==> src/rtl/reg_scoreboard.sv <==
// Register scoreboard: per-register in-flight write counters, load-use and saturation stall.
// Optional multiply/divide tracking FSM enabled by defining SCOREBOARD_MULDIV_EN.
module reg_scoreboard (
  input  logic        clk,
  input  logic        rst,
  input  logic        issue_valid_i,
  input  logic        issue_we_i,
  input  logic [4:0]  issue_rd_i,
  input  logic        issue_is_load_i,
  input  logic        wb_valid_i,
  input  logic [4:0]  wb_rd_i,
  input  logic        flush_i,
  input  logic [4:0]  id_rs1_i,
  input  logic [4:0]  id_rs2_i,
  input  logic        id_rs1_used_i,
  input  logic        id_rs2_used_i,
`ifdef SCOREBOARD_MULDIV_EN
  input  logic        issue_is_muldiv_i,
  input  logic        muldiv_done_i,
  output logic        muldiv_busy_o,
`endif
  output logic        stall_o,
  output logic [31:0] busy_o,
  output logic        err_o
);

  logic [1:0]  cnt_q [32];
  logic [1:0]  cnt_d [32];
  logic [31:0] lp_q, lp_d;
  logic        err_q, err_d;

  logic load_use, sat_stall, md_stall, md_err, accept;
  logic inc, dec;

  always_comb begin
    load_use  = (id_rs1_used_i && lp_q[id_rs1_i]) || (id_rs2_used_i && lp_q[id_rs2_i]);
    sat_stall = issue_valid_i && issue_we_i && (cnt_q[issue_rd_i] == 2'd3);
    stall_o   = load_use || sat_stall || md_stall;
    accept    = issue_valid_i && issue_we_i && (issue_rd_i != 5'd0) && !stall_o;
  end

`ifdef SCOREBOARD_MULDIV_EN
  typedef enum logic {MD_IDLE, MD_BUSY} md_state_e;
  md_state_e  md_state_q, md_state_d;
  logic [4:0] md_rd_q, md_rd_d;

  always_comb begin
    md_stall = (md_state_q == MD_BUSY) &&
               ((id_rs1_used_i && (id_rs1_i == md_rd_q)) ||
                (id_rs2_used_i && (id_rs2_i == md_rd_q)) ||
                issue_is_muldiv_i);
  end

  always_comb begin
    md_state_d    = md_state_q;
    md_rd_d       = md_rd_q;
    md_err        = 1'b0;
    muldiv_busy_o = (md_state_q == MD_BUSY);
    case (md_state_q)
      MD_IDLE: begin
        if (muldiv_done_i) md_err = 1'b1;
        if (accept && issue_is_muldiv_i) begin
          md_state_d = MD_BUSY;
          md_rd_d    = issue_rd_i;
        end
      end
      MD_BUSY: if (muldiv_done_i) md_state_d = MD_IDLE;
      default: md_state_d = MD_IDLE;
    endcase
    if (flush_i) md_state_d = MD_IDLE;
  end

  always_ff @(posedge clk or posedge rst) begin
    if (rst) begin
      md_state_q <= MD_IDLE;
      md_rd_q    <= '0;
    end else begin
      md_state_q <= md_state_d;
      md_rd_q    <= md_rd_d;
    end
  end
`else
  assign md_stall = 1'b0;
  assign md_err   = 1'b0;
`endif

  always_comb begin
    cnt_d = cnt_q;
    lp_d  = lp_q;
    err_d = err_q;
    inc   = 1'b0;
    dec   = 1'b0;
    for (int unsigned n = 1; n < 32; n++) begin
      inc = accept && (issue_rd_i == 5'(n));
      dec = wb_valid_i && (wb_rd_i == 5'(n));
      // A matched issue and writeback cancel; neither can overflow nor underflow then.
      if (inc && !dec) begin
        if (cnt_q[n] == 2'd3) err_d = 1'b1;
        else                  cnt_d[n] = cnt_q[n] + 2'd1;
      end else if (dec && !inc) begin
        if (cnt_q[n] == 2'd0) err_d = 1'b1;
        else                  cnt_d[n] = cnt_q[n] - 2'd1;
      end
      if (inc)                    lp_d[n] = issue_is_load_i;
      else if (cnt_d[n] == 2'd0)  lp_d[n] = 1'b0;
    end
    cnt_d[0] = '0;
    lp_d[0]  = 1'b0;
    if (flush_i) begin
      for (int unsigned n = 0; n < 32; n++) cnt_d[n] = '0;
      lp_d  = '0;
      err_d = err_q;
    end
    err_d = err_d || md_err;
  end

  always_ff @(posedge clk or posedge rst) begin
    if (rst) begin
      for (int unsigned n = 0; n < 32; n++) cnt_q[n] <= '0;
      lp_q  <= '0;
      err_q <= 1'b0;
    end else begin
      for (int unsigned n = 0; n < 32; n++) cnt_q[n] <= cnt_d[n];
      lp_q  <= lp_d;
      err_q <= err_d;
    end
  end

  always_comb begin
    busy_o = '0;
    for (int unsigned n = 1; n < 32; n++) busy_o[n] = (cnt_q[n] != 2'd0);
  end

  assign err_o = err_q;

endmodule
==> config.mk <==
export PLATFORM = sky130hd
export DESIGN_NAME = reg_scoreboard
export DESIGN_NICKNAME = d
export VERILOG_FILES = /design/src/rtl/reg_scoreboard.sv
export SDC_FILE = /design/constraint.sdc
export NUM_CORES = 1
export LEC_CHECK = 0
export BUFFER_PORTS_ARGS = -buffer_cell sky130_fd_sc_hd__buf_2
export CAP_MARGIN = 20
export CORE_MARGIN = 3
export CORE_UTILIZATION = 60
export CTS_CLUSTER_DIAMETER = 80
export DETAILED_ROUTE_END_ITERATION = 10
export PLACE_DENSITY = 0.88
export SYNTH_ARGS = -nofsm -noshare
export SYNTH_HDL_FRONTEND = slang
export SYNTH_SLANG_ARGS = --single-unit
==> constraint.sdc <==
create_clock -name clk -period 3.7 [get_ports clk]
set_clock_uncertainty 0.05 [all_clocks]
set_input_delay 0.74 -clock clk [delete_from_list [all_inputs] [get_ports clk]]
set_output_delay 0.74 -clock clk [all_outputs]
set_load 0.05 [all_outputs]
### Word-level counts from Yosys, hierarchy flattened

Index checks and enable logic that the tools add are counted.

* memory bits (writable): 0
* ROM bits: 0
* memories kept: 0
* register bits after elaboration: 97
* latch bits: 0
* input port bits: 29
* word-level logic and storage cells: 864

* equal/unequal tests: 94
* div/mod/pow operators: 0
* shift operators: 0
* add/subtract/negate cells: 62
* reductions and logical operators: 320
* magnitude comparators: 3
* bitwise operators: 1
* multipliers: 0
* mux-type cells: 319

Operator list (number)
* $mux 2: 126
* $mux 1: 188
* $eq 5x5->1 const B: 32
* $logic_and 1x1->1: 130
* $logic_not 2->1: 62
* $reduce_bool 3->1: 31
* $eq 5x4->1 const B: 16
* $eq 2x2->1 const B: 32
* $logic_not 1->1: 63
* $add 2x1->2 const B: 31
* $mux 62: 1
* $reduce_bool 2->1: 31
* $sub 2x1->2 const B: 31
* $eq 5x3->1 const B: 8
* $mux 32: 1
* $eq 5x2->1 const B: 4
* $lt 5x6->1 const B: 2
* $bmux 1 s5: 2
* $bmux 2 s5: 1
* $eq 5x1->1 const B: 2
* $ge 6x6->1 const B: 1
* $not 5->6: 1
* $reduce_bool 5->1: 1
* $logic_or 1x1->1: 2

### Longest topological paths before layout

Gate-level depths: netlist (run 1).

* depth in word-level cells: 104
* mapped depth: 14

### Least setup slack after synthesis (run 1)

OpenSTA, ideal clock, no wires.

* path type: input-to-reg
* start: input id_rs2_i[1]
* end: register err_q (netlist: err_o)
* stages on the path: 10
* arrival: 3.452 ns
* path slack: 0.055 ns
* data required time: 3.508 ns
* setup time: 0.142 ns
* path buffers: 1
* cell sequence: clkbuf_1 > mux4_2 > mux2_2 > o21ai_1 > o211ai_4 > nor3_4 > a211oi_1 > a2111o_1 > a2111oi_2 > a32oi_1

* longest elaborated chain between the ends: 102

Ends and longest elaborated chain
* start, declared: line 14 `input logic [4:0] id_rs2_i,`
* $bmux 1 s5 *: line 36 `load_use = (id_rs1_used_i && lp_q[id_rs1_i]) || (id_rs2_used_i && lp_q[id_rs2_i]);`
* $mux 1 (implied by the code) *: line 36
* $logic_and 1x1->1 *: line 36
* $logic_or 1x1->1 *: line 36
* $logic_or 1x1->1 *: line 38 `stall_o = load_use || sat_stall || md_stall;`
* $logic_not 1->1 *: line 39 `accept = issue_valid_i && issue_we_i && (issue_rd_i != 5'd0) && !stall_o;`
* $logic_and 1x1->1 *: line 39
* $logic_and 1x1->1: line 94 `inc = accept && (issue_rd_i == 5'(n));`
* [... 86 more ...]
* $mux 1: line 100 `end else if (dec && !inc) begin`
* $mux 1: line 97 `if (inc && !dec) begin`
* $mux 1: line 101 `if (cnt_q[n] == 2'd0) err_d = 1'b1;`
* $mux 1: line 100
* $mux 1: line 97
* $mux 1: line 101
* $mux 1: line 100
* $mux 1 *: line 97
* end signal, assigned: line 125 `err_q <= err_d;`
* end, declared: line 30 `logic err_q, err_d;`

Every way passes the cells marked *; elsewhere a longest branch is shown, timed or not. The select of a mux whose other input is x is not followed.
A chain may end at the register's enable or synchronous reset.

### Worst setup path after layout (run 1)

* start: input issue_rd_i[0]
* end: output stall_o

* longest elaborated chain between the ends: 7

Ends and longest elaborated chain
* start, declared: line 8 `input logic [4:0] issue_rd_i,`
* $not 5->6 (implied by the code): line 37 `sat_stall = issue_valid_i && issue_we_i && (cnt_q[issue_rd_i] == 2'd3);`
* $bmux 2 s5: line 37
* $mux 2 (implied by the code) (2 in a row): line 37
* $eq 2x2->1: line 37
* $logic_and 1x1->1: line 37
* $logic_or 1x1->1: line 38
* end, declared: line 22 `output logic stall_o,`

Every way passes these cells. The select of a mux whose other input is x is not followed.

==> results of run 1 <==
[sequential cells by signal, indices dropped and copies added, names as in the netlist]
signal,flops
err_o,1
lp_q,31
cnt_q,62
[final cells by class]
class / count / share of cell area (%)
Clock inverter: 2 / 0.180
Inverter: 17 / 0.794
Multi-Input combinational cell: 735 / 53.9
Sequential cell: 94 / 28.2
Timing Repair Buffer: 144 / 11.6
Clock buffer: 14 / 3.28
Tap cell: 143 / 2.14
[synthesized netlist by cell type (all sizes together) (2+ instances only)]
library cell,n
a21o,9
xnor2,2
mux2,8
nor2,127
nand3,48
o21a,8
or2,44
o311ai,2
dfrtp,94
mux2i,9
o2bb2ai,3
a22oi,7
nand4,7
a31oi,13
and2,23
nand2,95
nor4,5
o21bai,4
buf,14
inv,15
a221oi,4
mux4,23
nor3b,5
o211ai,6
nand2b,18
a2111oi,4
a211oi,20
or3,5
nand3b,7
o32ai,2
o31ai,3
nor2b,29
a32oi,4
nor3,28
clkbuf,31
o21ai,39
clkinv,2
and3,10
a21oi,98
[where the power goes]
| group | total (mW) | internal (mW) | switching [mW] | leakage [nW] |
|---|---|---|---|---|
| Clock | 0.921 | 0.512 | 0.409 | 0.135 |
| Combinational | 0.313 | 0.107 | 0.205 | 2.40 |
| Sequential | 1.04 | 1.03 | 0.00548 | 1.31 |
| Total | 2.27 | 1.65 | 0.620 | 3.84 |
[what timing repair did]
action	CTS	global route
hold buffers	0	0
setup endpoints to repair	1	2
endpoints found under the hold margin	0	0
pin swaps	0	2
gates resized for setup	1	1
setup buffers	0	2
[how the worst min path moves through the flow]
stage               depth (start not counted)            startpoint                    to  slack, ps
floorplan                                   2   lp_q[5]$_DFFE_PP0P_   lp_q[5]$_DFFE_PP0P_        450
global placement                            2  lp_q[15]$_DFFE_PP0P_  lp_q[15]$_DFFE_PP0P_        490
detailed placement                          2  lp_q[15]$_DFFE_PP0P_  lp_q[15]$_DFFE_PP0P_        520
CTS                                         2                   rst   cnt_q[30]$_DFF_PP0_        500
global route                                2                   rst   cnt_q[30]$_DFF_PP0_        530
finish                                      2                   rst   cnt_q[30]$_DFF_PP0_        480
[stage by stage]
step / TNS (ps) / util [%] / std cells
CTS: 0 / 72.4 / 1147
detailed placement: -228 / 69.8 / 1131
global route: 0 / 72.5 / 1149
floorplan: 0 / - / 891
global placement: -52.1 / 69.8 / 1131
finish: 0 / 72.5 / 1149
[metal layers]
| layer | track usage (%) | vias to the layer above |
|---|---|---|
| met5 | 0 | - |
| met3 | 10.0 | 129 |
| met2 | 57.6 | 554 |
| met4 | 20.3 | 0 |
| met1 | 50.2 | 3566 |
| li1 | - | 3432 |
[logic make-up (layout without fill, tap and decap cells)]
| family | count (synthesis) | count (layout) |
|---|---|---|
| simple gates | 456 | 456 |
| xor+xnor | 2 | 2 |
| other cells | 1 | 1 |
| mux | 40 | 40 |
| buf+inv | 62 | 177 |
| flops | 94 | 94 |
| compound gates | 236 | 236 |
==> flow_metrics.env, run 1 <==
export IMPL_final_common_cell="nor2_1"
export IMPL_drv_slew=0
export IMPL_cp_max_fo=11
export IMPL_status="finished clean"
export IMPL_cts_sinks=94
export IMPL_maxCapViolCount=0
export IMPL_grt_max_degree=95
export IMPL_setup_viol=0
export IMPL_clk_latency_ps=360
export IMPL_synth_top_family_by_area="simple AND/OR/NAND/NOR gates"
export IMPL_yosysTopAreaCell="dfrtp_1"
export IMPL_htreeDepth=3
export IMPL_r2r_start="lp_q[9]$_DFFE_PP0P_"
export IMPL_layout_setup_ws_ps=87.7
export IMPL_fin_nets=1030
export IMPL_hold_worst_slack_ps=477
export IMPL_routed_wl_mm=24.5
export IMPL_syn_inst=891
export IMPL_antenna_found_initial=0
export IMPL_dieHeight_um=115
export IMPL_synth_compound_area_share_pct=21.0
export IMPL_die_area_um2=13200
export IMPL_tightest_slew_ps=1040
export IMPL_synthMuxAreaShare_pct=9.82
export IMPL_drt_pass1_iterations=8
export IMPL_end_kind="primary output"
export IMPL_wl_per_cell_um=21.4
export IMPL_synth_top_cell_area_share_pct=33.1
export IMPL_numCtsBuffers=9
export IMPL_yosysWarnings=0
export IMPL_slowest_stage="o21ai_2"
export IMPL_yosysSeqAreaShare_pct=33.1
export IMPL_crit_cells=10
export IMPL_r2r_slack_ps=290
export IMPL_clk_pin_slew_ps=70
export IMPL_rows=39
export IMPL_worstSetupStartpoint="issue_rd_i[0]"
export IMPL_hpwl_mm=18.6
export IMPL_synthArstFlopShare_pct=100
export IMPL_via_per_inst=6.68
export IMPL_synth_seq_cells=94
export IMPL_ff2ff_path_depth=12
export IMPL_path_delay_family="buffers and inverters"
export IMPL_met1Wirelength_mm=9.16
export IMPL_clock_fmax_mhz=277
export IMPL_cts_root_buf="clkbuf_16"
export IMPL_synthTopCellsByArea="dfrtp_1, mux4_2, a21oi_1"
export IMPL_initial_core_util_pct=61.8
export IMPL_leakagePower_nw=3.84
export IMPL_endpoint="stall_o"
export IMPL_final_cell_mix="nor2_1, a21oi_1, nand2_1, dfrtp_1, buf_4"
export IMPL_path_cells="buf_2 -> buf_4 -> nor4b_1 -> buf_4 -> a32oi_1 -> a31o_2 -> o21ai_2 -> buf_4 -> a21o_1 -> buf_2"
export IMPL_cts_tree="built"
export IMPL_synthXorXnorAreaFrac_pct=0.246
export IMPL_drive_gt1_share_pct=24.7
export IMPL_coreArea_um2=11500
export IMPL_regArea_um2=2350
export IMPL_die_w_um=115
export IMPL_globalplace_congestion=1.05
export IMPL_placed_area_um2=8040
export IMPL_grt_pass1_wl_mm=38.6
export IMPL_fill_cells=908
export IMPL_overflow=0
export IMPL_crit_top_cell="buf_4"
export IMPL_wl_met2_mm=10.8
export IMPL_total_power_mw=2.27
export IMPL_cp_num_buf_inv=5
export IMPL_syn_avg_cell_area_um2=7.98
export IMPL_synthSimpleGateAreaFrac_pct=32.1
export IMPL_io_buffers=61
export IMPL_wl_met3_mm=3.03
export IMPL_slowest_delay_ps=330
export IMPL_finalInstanceArea_um2=8350
export IMPL_fin_crit_sh_pct=97.6
export IMPL_hp_class="input pin to asynchronous set/reset pin"
export IMPL_synth_cell_area_um2=7110
export IMPL_rsz0062_at_grt="false"
export IMPL_critical_path_class="input pin to primary output"
export IMPL_ys_flop_type="dfrtp_1"
export IMPL_ioPinCount=63
export IMPL_critical_path_arrival_ps=2820
export IMPL_synth_edf_count=0
export IMPL_antenna_left=0
export IMPL_synth_nets=920
export IMPL_p_per_area_nw_per_um2=272
export IMPL_vias=7681
export IMPL_drt_iter0_drc=1099
export IMPL_max_slew_margin_pct=30.6
export IMPL_synthAdderAreaFrac_pct=0
export IMPL_ys_types=68
export IMPL_place_ws_ps=-183
export IMPL_diodes=0
export IMPL_hold_viol=0
export IMPL_worstSetupStartpointType="input pin"
export IMPL_route_top_layer_used="met4"
export IMPL_cts_max_path_buffers=2
export IMPL_drc=0
export IMPL_regToRegEndpoint="err_o$_DFFE_PP0N_"
export IMPL_grt_usage_pct=38.1
export IMPL_area_delta_synth_final_pct=17.4
export IMPL_multi_input_area_um2=4500
export IMPL_ir_drop_v=0.000395
export IMPL_finalCriticalPeriod_ps=3610
export IMPL_cp_required_ps=2910
export IMPL_first_global_vias=7201
No activity file was read; power rests on OpenSTA's default activity.
==> run 2, diff against run 1 <==
Settings changed: CORE_ASPECT_RATIO set to 2.
Clock period 3.7 ns to 4 ns, I/O delays scaled along.
==> run 2 against run 1 <==
  * Final area fell by 2.7%
  * Sequential power fell by 8%
  * Flip-flop and latch count did not move
  * Largest cell class unchanged
  * Register-to-register slack improved by 210 ps
  * Highest routed layer unchanged
  * Routed wire length rose by 8.5%
==> flow_metrics.env, run 2 (synthesis gave the netlist of run 1 again) <==
export IMPL_slowest_stage="buf_2"
export IMPL_p_int_mw=1.53
export IMPL_p_per_area_nw_per_um2=263
export IMPL_cts_root_buf="clkbuf_16"
export IMPL_hpwl_mm=20.0
export IMPL_drt_iter0_drc=724
export IMPL_hold_buffers=0
export IMPL_drv_slew=0
export IMPL_worstSetupStartpointType="input pin"
export IMPL_tns_ps=0
export IMPL_initial_core_util_pct=62.3
export IMPL_switchingPower_uw=608
export IMPL_place_ws_ps=5.16
export IMPL_cp_num_buf_inv=5
export IMPL_rows=55
export IMPL_cp_max_fo=13
export IMPL_tightest_slew_ps=1040
export IMPL_hp_class="flop to flop"
export IMPL_rsz0062_at_grt="false"
export IMPL_clk_pin_slew_ps=70
export IMPL_leakagePower_nw=3.69
export IMPL_routed_wl_mm=26.6
export IMPL_layout_setup_ws_ps=221
export IMPL_end_kind="primary output"
export IMPL_io_buffers=61
export IMPL_slowest_delay_ps=280
export IMPL_cts_max_path_buffers=2
export IMPL_cp_required_ps=3150
export IMPL_finalCriticalPeriod_ps=3780
export IMPL_pwr_share_comb_pct=12.8
export IMPL_dieHeight_um=160
export IMPL_antenna_found_initial=0
export IMPL_critical_path_arrival_ps=2930
export IMPL_pwr_share_seq_pct=44.8
export IMPL_coreArea_um2=11400
export IMPL_largest_reg_flops=62
export IMPL_area_delta_synth_final_pct=14.3
export IMPL_max_slew_margin_pct=30.7
export IMPL_setup_viol=0
export IMPL_cts_tree="built"
export IMPL_htreeDepth=3
export IMPL_grt_pass1_wl_mm=42.0
export IMPL_fin_crit_sh_pct=94.5
export IMPL_drive_gt1_share_pct=22.4
export IMPL_path_delay_family="buffers and inverters"
export IMPL_drt_pass1_iterations=5
export IMPL_clock_fmax_mhz=265
export IMPL_globalplace_congestion=1.09
export IMPL_status="finished clean"
export IMPL_antenna_left=0
export IMPL_wl_per_cell_um=23.8
export IMPL_switching_share_pct=28.4
export IMPL_first_global_vias=7647
export IMPL_via_per_inst=6.81
export IMPL_drc=0
export IMPL_ctsResizeCount=0
export IMPL_die_w_um=83.0
export IMPL_final_common_cell="nor2_1"
export IMPL_numCtsBuffers=9
export IMPL_pwr_share_clk_pct=42.4
export IMPL_die_area_um2=13300
export IMPL_fin_nets=1001
export IMPL_path_cells="buf_2 -> buf_4 -> nor4b_1 -> buf_4 -> a32oi_1 -> a31o_2 -> o21ai_1 -> buf_12 -> a21o_1 -> buf_2"
export IMPL_grt_max_degree=95
export IMPL_ir_drop_v=0.000221
export IMPL_cts_sinks=94
export IMPL_final_cell_mix="nor2_1, a21oi_1, nand2_1, dfrtp_1, buf_2"
export IMPL_diodes=0
export IMPL_post_cts_setup_buffers=0
export IMPL_maxCapViolCount=0
export IMPL_hold_viol=0
export IMPL_largest_register="cnt_q"
export IMPL_ioPinCount=63
export IMPL_overflow=0
export IMPL_clk_latency_ps=350
export IMPL_vias=7625
export IMPL_grt_usage_pct=41.0
export IMPL_critical_path_class="input pin to primary output"
## run 2: final timing paths
check	start	end	slack [ps]	cells past startpoint
setup / recovery	issue_rd_i[0]	stall_o	220	10
hold / removal	lp_q[15]$_DFFE_PP0P_	lp_q[15]$_DFFE_PP0P_	520	2
setup reg to reg	lp_q[8]$_DFFE_PP0P_	err_o$_DFFE_PP0N_	500	10
hold reg to reg	lp_q[15]$_DFFE_PP0P_	lp_q[15]$_DFFE_PP0P_	520	2
max in group asynchronous	rst	cnt_q[27]$_DFF_PP0_	2510	3
min in group asynchronous	rst	lp_q[13]$_DFFE_PP0P_	610	2
## run 2: layer usage
layer	up-vias	wire (um)	GRT usage (%)
met1	3566	8430	43.5
met5	-	0	0
met2	510	13000	68.3
met4	0	2990	36.0
li1	3369	-	-
met3	180	2200	7.90
## run 2: through the flow
stage	area [um^2]	instances	hold WS [ps]	util, %	power [mW]
finish	8130	1119	521	71.2	2.14
global route	8130	1119	536	71.2	2.20
CTS	8120	1118	523	71.1	2.13
detailed placement	7820	1102	513	68.4	1.24
global placement	7820	1102	503	68.4	1.24
floorplan	7110	891	453	-	1.14
## run 2: cell type report
| cell class | count | area, um^2 |
|---|---|---|
| Timing Repair Buffer | 115 | 733 |
| Clock buffer | 9 | 225 |
| Multi-Input combinational cell | 735 | 4490 |
| Clock inverter | 7 | 81.3 |
| Sequential cell | 94 | 2350 |
| Fill cell | 970 | 3300 |
| Tap cell | 142 | 178 |
| Inverter | 17 | 66.3 |
## run 2: tightest hold or removal path, stage by stage (launching register included)
cell and delay, ps:
dfrtp_1 400, nand3_1 70, a21oi_1 60
## run 2: power by group through the flow
stage / Combinational, mW / Sequential [mW] / Clock (mW)
5_1_grt: 0.290 / 0.958 / 0.954
3_3_place_gp: 0.263 / 0.976 / 0
2_1_floorplan: 0.167 / 0.974 / 0
6_report: 0.274 / 0.958 / 0.907
4_1_cts: 0.266 / 0.957 / 0.911
3_5_place_dp: 0.265 / 0.976 / 0
==> run 3, diff against run 2 <==
Settings changed: ABC_AREA set to 1.
==> run 3 against run 2 <==
  * First-iteration DRC count up 40%
  * Fmax up 1.8%
  * Routed wire length up 1.6%
  * Sequential power about the same
  * Hold slack worse by 65 ps
  * Largest power group unchanged
==> flow_metrics.env, run 3 <==
export IMPL_dieHeight_um=167
export IMPL_ctsResizeCount=0
export IMPL_grt_max_degree=46
export IMPL_clock_fmax_mhz=269
export IMPL_syn_avg_cell_area_um2=5.85
export IMPL_cp_num_buf_inv=3
export IMPL_slowest_stage="nor2_1"
export IMPL_cts_sinks=94
export IMPL_critical_path_arrival_ps=3900
export IMPL_yosysSeqAreaShare_pct=30.4
export IMPL_synth_cell_area_um2=7730
export IMPL_synth_top_cell_area_share_pct=30.4
export IMPL_grt_usage_pct=38.2
export IMPL_diodes=0
export IMPL_synth_seq_cells=94
export IMPL_clk_pin_slew_ps=70
export IMPL_max_slew_margin_pct=37.7
export IMPL_hold_viol=0
export IMPL_numCtsBuffers=9
export IMPL_cp_required_ps=4190
export IMPL_initial_core_util_pct=61.2
export IMPL_hold_buffers=0
export IMPL_ys_types=41
export IMPL_grt_pass1_wl_mm=42.9
export IMPL_wl_per_cell_um=17.7
export IMPL_post_cts_setup_buffers=0
export IMPL_globalplace_congestion=1.09
export IMPL_drv_slew=0
export IMPL_via_per_inst=5.95
export IMPL_rows=58
export IMPL_io_buffers=61
export IMPL_end_kind="flop"
export IMPL_worstSetupStartpoint="issue_rd_i[0]"
export IMPL_path_cells="buf_2 -> buf_4 -> o21ai_0 -> nand2_1 -> nand2_1 -> nand2_1 -> nand2_1 -> inv_1 -> nand2_1 -> nand3_1 -> nand2_2 -> nand2_2 -> nand4_1 -> nand2_1 -> nor2_1 -> nor2_2 -> nand2_1 -> nor2_1 -> nand3_1 -> nor2_1 -> nor2_1"
export IMPL_drive_gt1_share_pct=7.99
export IMPL_area_delta_synth_final_pct=9.16
export IMPL_worstSetupStartpointType="input pin"
export IMPL_leakagePower_nw=4.75
export IMPL_setup_viol=0
export IMPL_tightest_slew_ps=928
export IMPL_syn_inst=1321
export IMPL_fin_crit_sh_pct=92.8
export IMPL_cts_max_path_buffers=2
export IMPL_synthTopCellsByArea="dfrtp_1, nand2_1, inv_1"
export IMPL_final_cell_mix="nand2_1, inv_1, nor2_1, nand3_1, dfrtp_1"
export IMPL_fin_nets=1400
export IMPL_rsz0062_at_grt="false"
export IMPL_slowest_delay_ps=390
export IMPL_final_common_cell="nand2_1"
export IMPL_cts_root_buf="clkbuf_16"
export IMPL_drt_pass1_iterations=7
export IMPL_routed_wl_mm=27.1
export IMPL_r2r_start="lp_q[14]$_DFFE_PP0P_"
export IMPL_critical_path_class="input pin to flop"
export IMPL_htreeDepth=3
export IMPL_yosysWarnings=0
export IMPL_layout_cells_non_filler=1526
export IMPL_largest_reg_flops=62
export IMPL_cp_max_fo=24
export IMPL_die_w_um=86.3
export IMPL_path_delay_family="simple AND/OR/NAND/NOR gates"
export IMPL_synthArstFlopShare_pct=100
export IMPL_clk_latency_ps=350
export IMPL_synth_nets=1350
export IMPL_yosysTopAreaCell="dfrtp_1"
export IMPL_overflow=0
export IMPL_largest_register="cnt_q"
export IMPL_antenna_found_initial=0
export IMPL_synth_commonest_cells="nand2_1, inv_1, nor2_1, nand3_1, dfrtp_1"
export IMPL_coreArea_um2=12600
export IMPL_cts_tree="built"
export IMPL_dp_cells=1510
export IMPL_synth_edf_count=0
export IMPL_die_area_um2=14400
export IMPL_vias=9079
export IMPL_drt_iter0_drc=1015
export IMPL_ir_drop_v=0.000201
export IMPL_synth_most_common_cell="nand2_1"
export IMPL_antenna_left=0
export IMPL_maxCapViolCount=0
export IMPL_ys_flop_type="dfrtp_1"
export IMPL_first_global_vias=8658
export IMPL_crit_top_cell="nand2_1"
export IMPL_ioPinCount=63
export IMPL_p_per_area_nw_per_um2=251
export IMPL_hpwl_mm=20.5
export IMPL_hp_class="input pin to asynchronous set/reset pin"
export IMPL_status="finished clean"
export IMPL_tns_ps=0
export IMPL_drc=0
export IMPL_finalCriticalPeriod_ps=3710
run 3: cell type report:
type	count	area, um^2
Sequential cell	94	2350
Inverter	248	936
Timing Repair Buffer	73	395
Clock buffer	10	229
Clock inverter	6	68.8
Tap cell	150	188
Multi-Input combinational cell	945	4270
Fill cell	1224	4190
run 3: logic make-up after synthesis:
kind of cell           Yosys count  share of synthesized area (%)
and+or+nand+nor                770                           41.7
AOI/OAI and AO/OA              174                           13.5
other                            1                         0.0485
buffers and inverters          282                           14.4
DFF                             94                           30.4
run 3: routing by layer:
metal / vias up / GRT usage, % / wire length, um
met4: 0 / 32.6 / 2960
li1: 4270 / - / -
met1: 4107 / 41.8 / 9040
met2: 525 / 63.0 / 13000
met3: 177 / 5.50 / 2040
met5: - / 0 / 0
run 3: worst paths after layout:
kind | endpoint | slack (ps) | cells past startpoint
worst min register to register | lp_q[24]$_DFFE_PP0P_ | 470 | 2
worst min-delay path | lp_q[23]$_DFFE_PP0P_ | 460 | 2
max in group asynchronous | cnt_q[46]$_DFF_PP0_ | 2640 | 3
worst max-delay path | err_o$_DFFE_PP0N_ | 290 | 21
worst max register to register | err_o$_DFFE_PP0N_ | 670 | 19
min in group clk | lp_q[24]$_DFFE_PP0P_ | 470 | 2
run 3: power by group:
part | switching, mW | leakage [nW] | internal (mW) | total [mW]
Combinational | 0.210 | 3.29 | 0.0626 | 0.273
Sequential | 0.00331 | 1.31 | 0.952 | 0.955
Clock | 0.398 | 0.143 | 0.490 | 0.889
Total | 0.612 | 4.75 | 1.50 | 2.12
run 3: per-stage QoR:
step	hold WS [ps]	util [%]	setup slack, ps	instance area (um^2)	total power, mW
6_report	456	66.8	288	8440	2.12
5_1_grt	500	66.8	6.20	8440	2.18
4_1_cts	473	66.8	551	8440	2.11
3_5_place_dp	459	64.5	288	8140	1.24
3_3_place_gp	452	64.5	349	8140	1.23
2_1_floorplan	403	-	701	7730	1.15
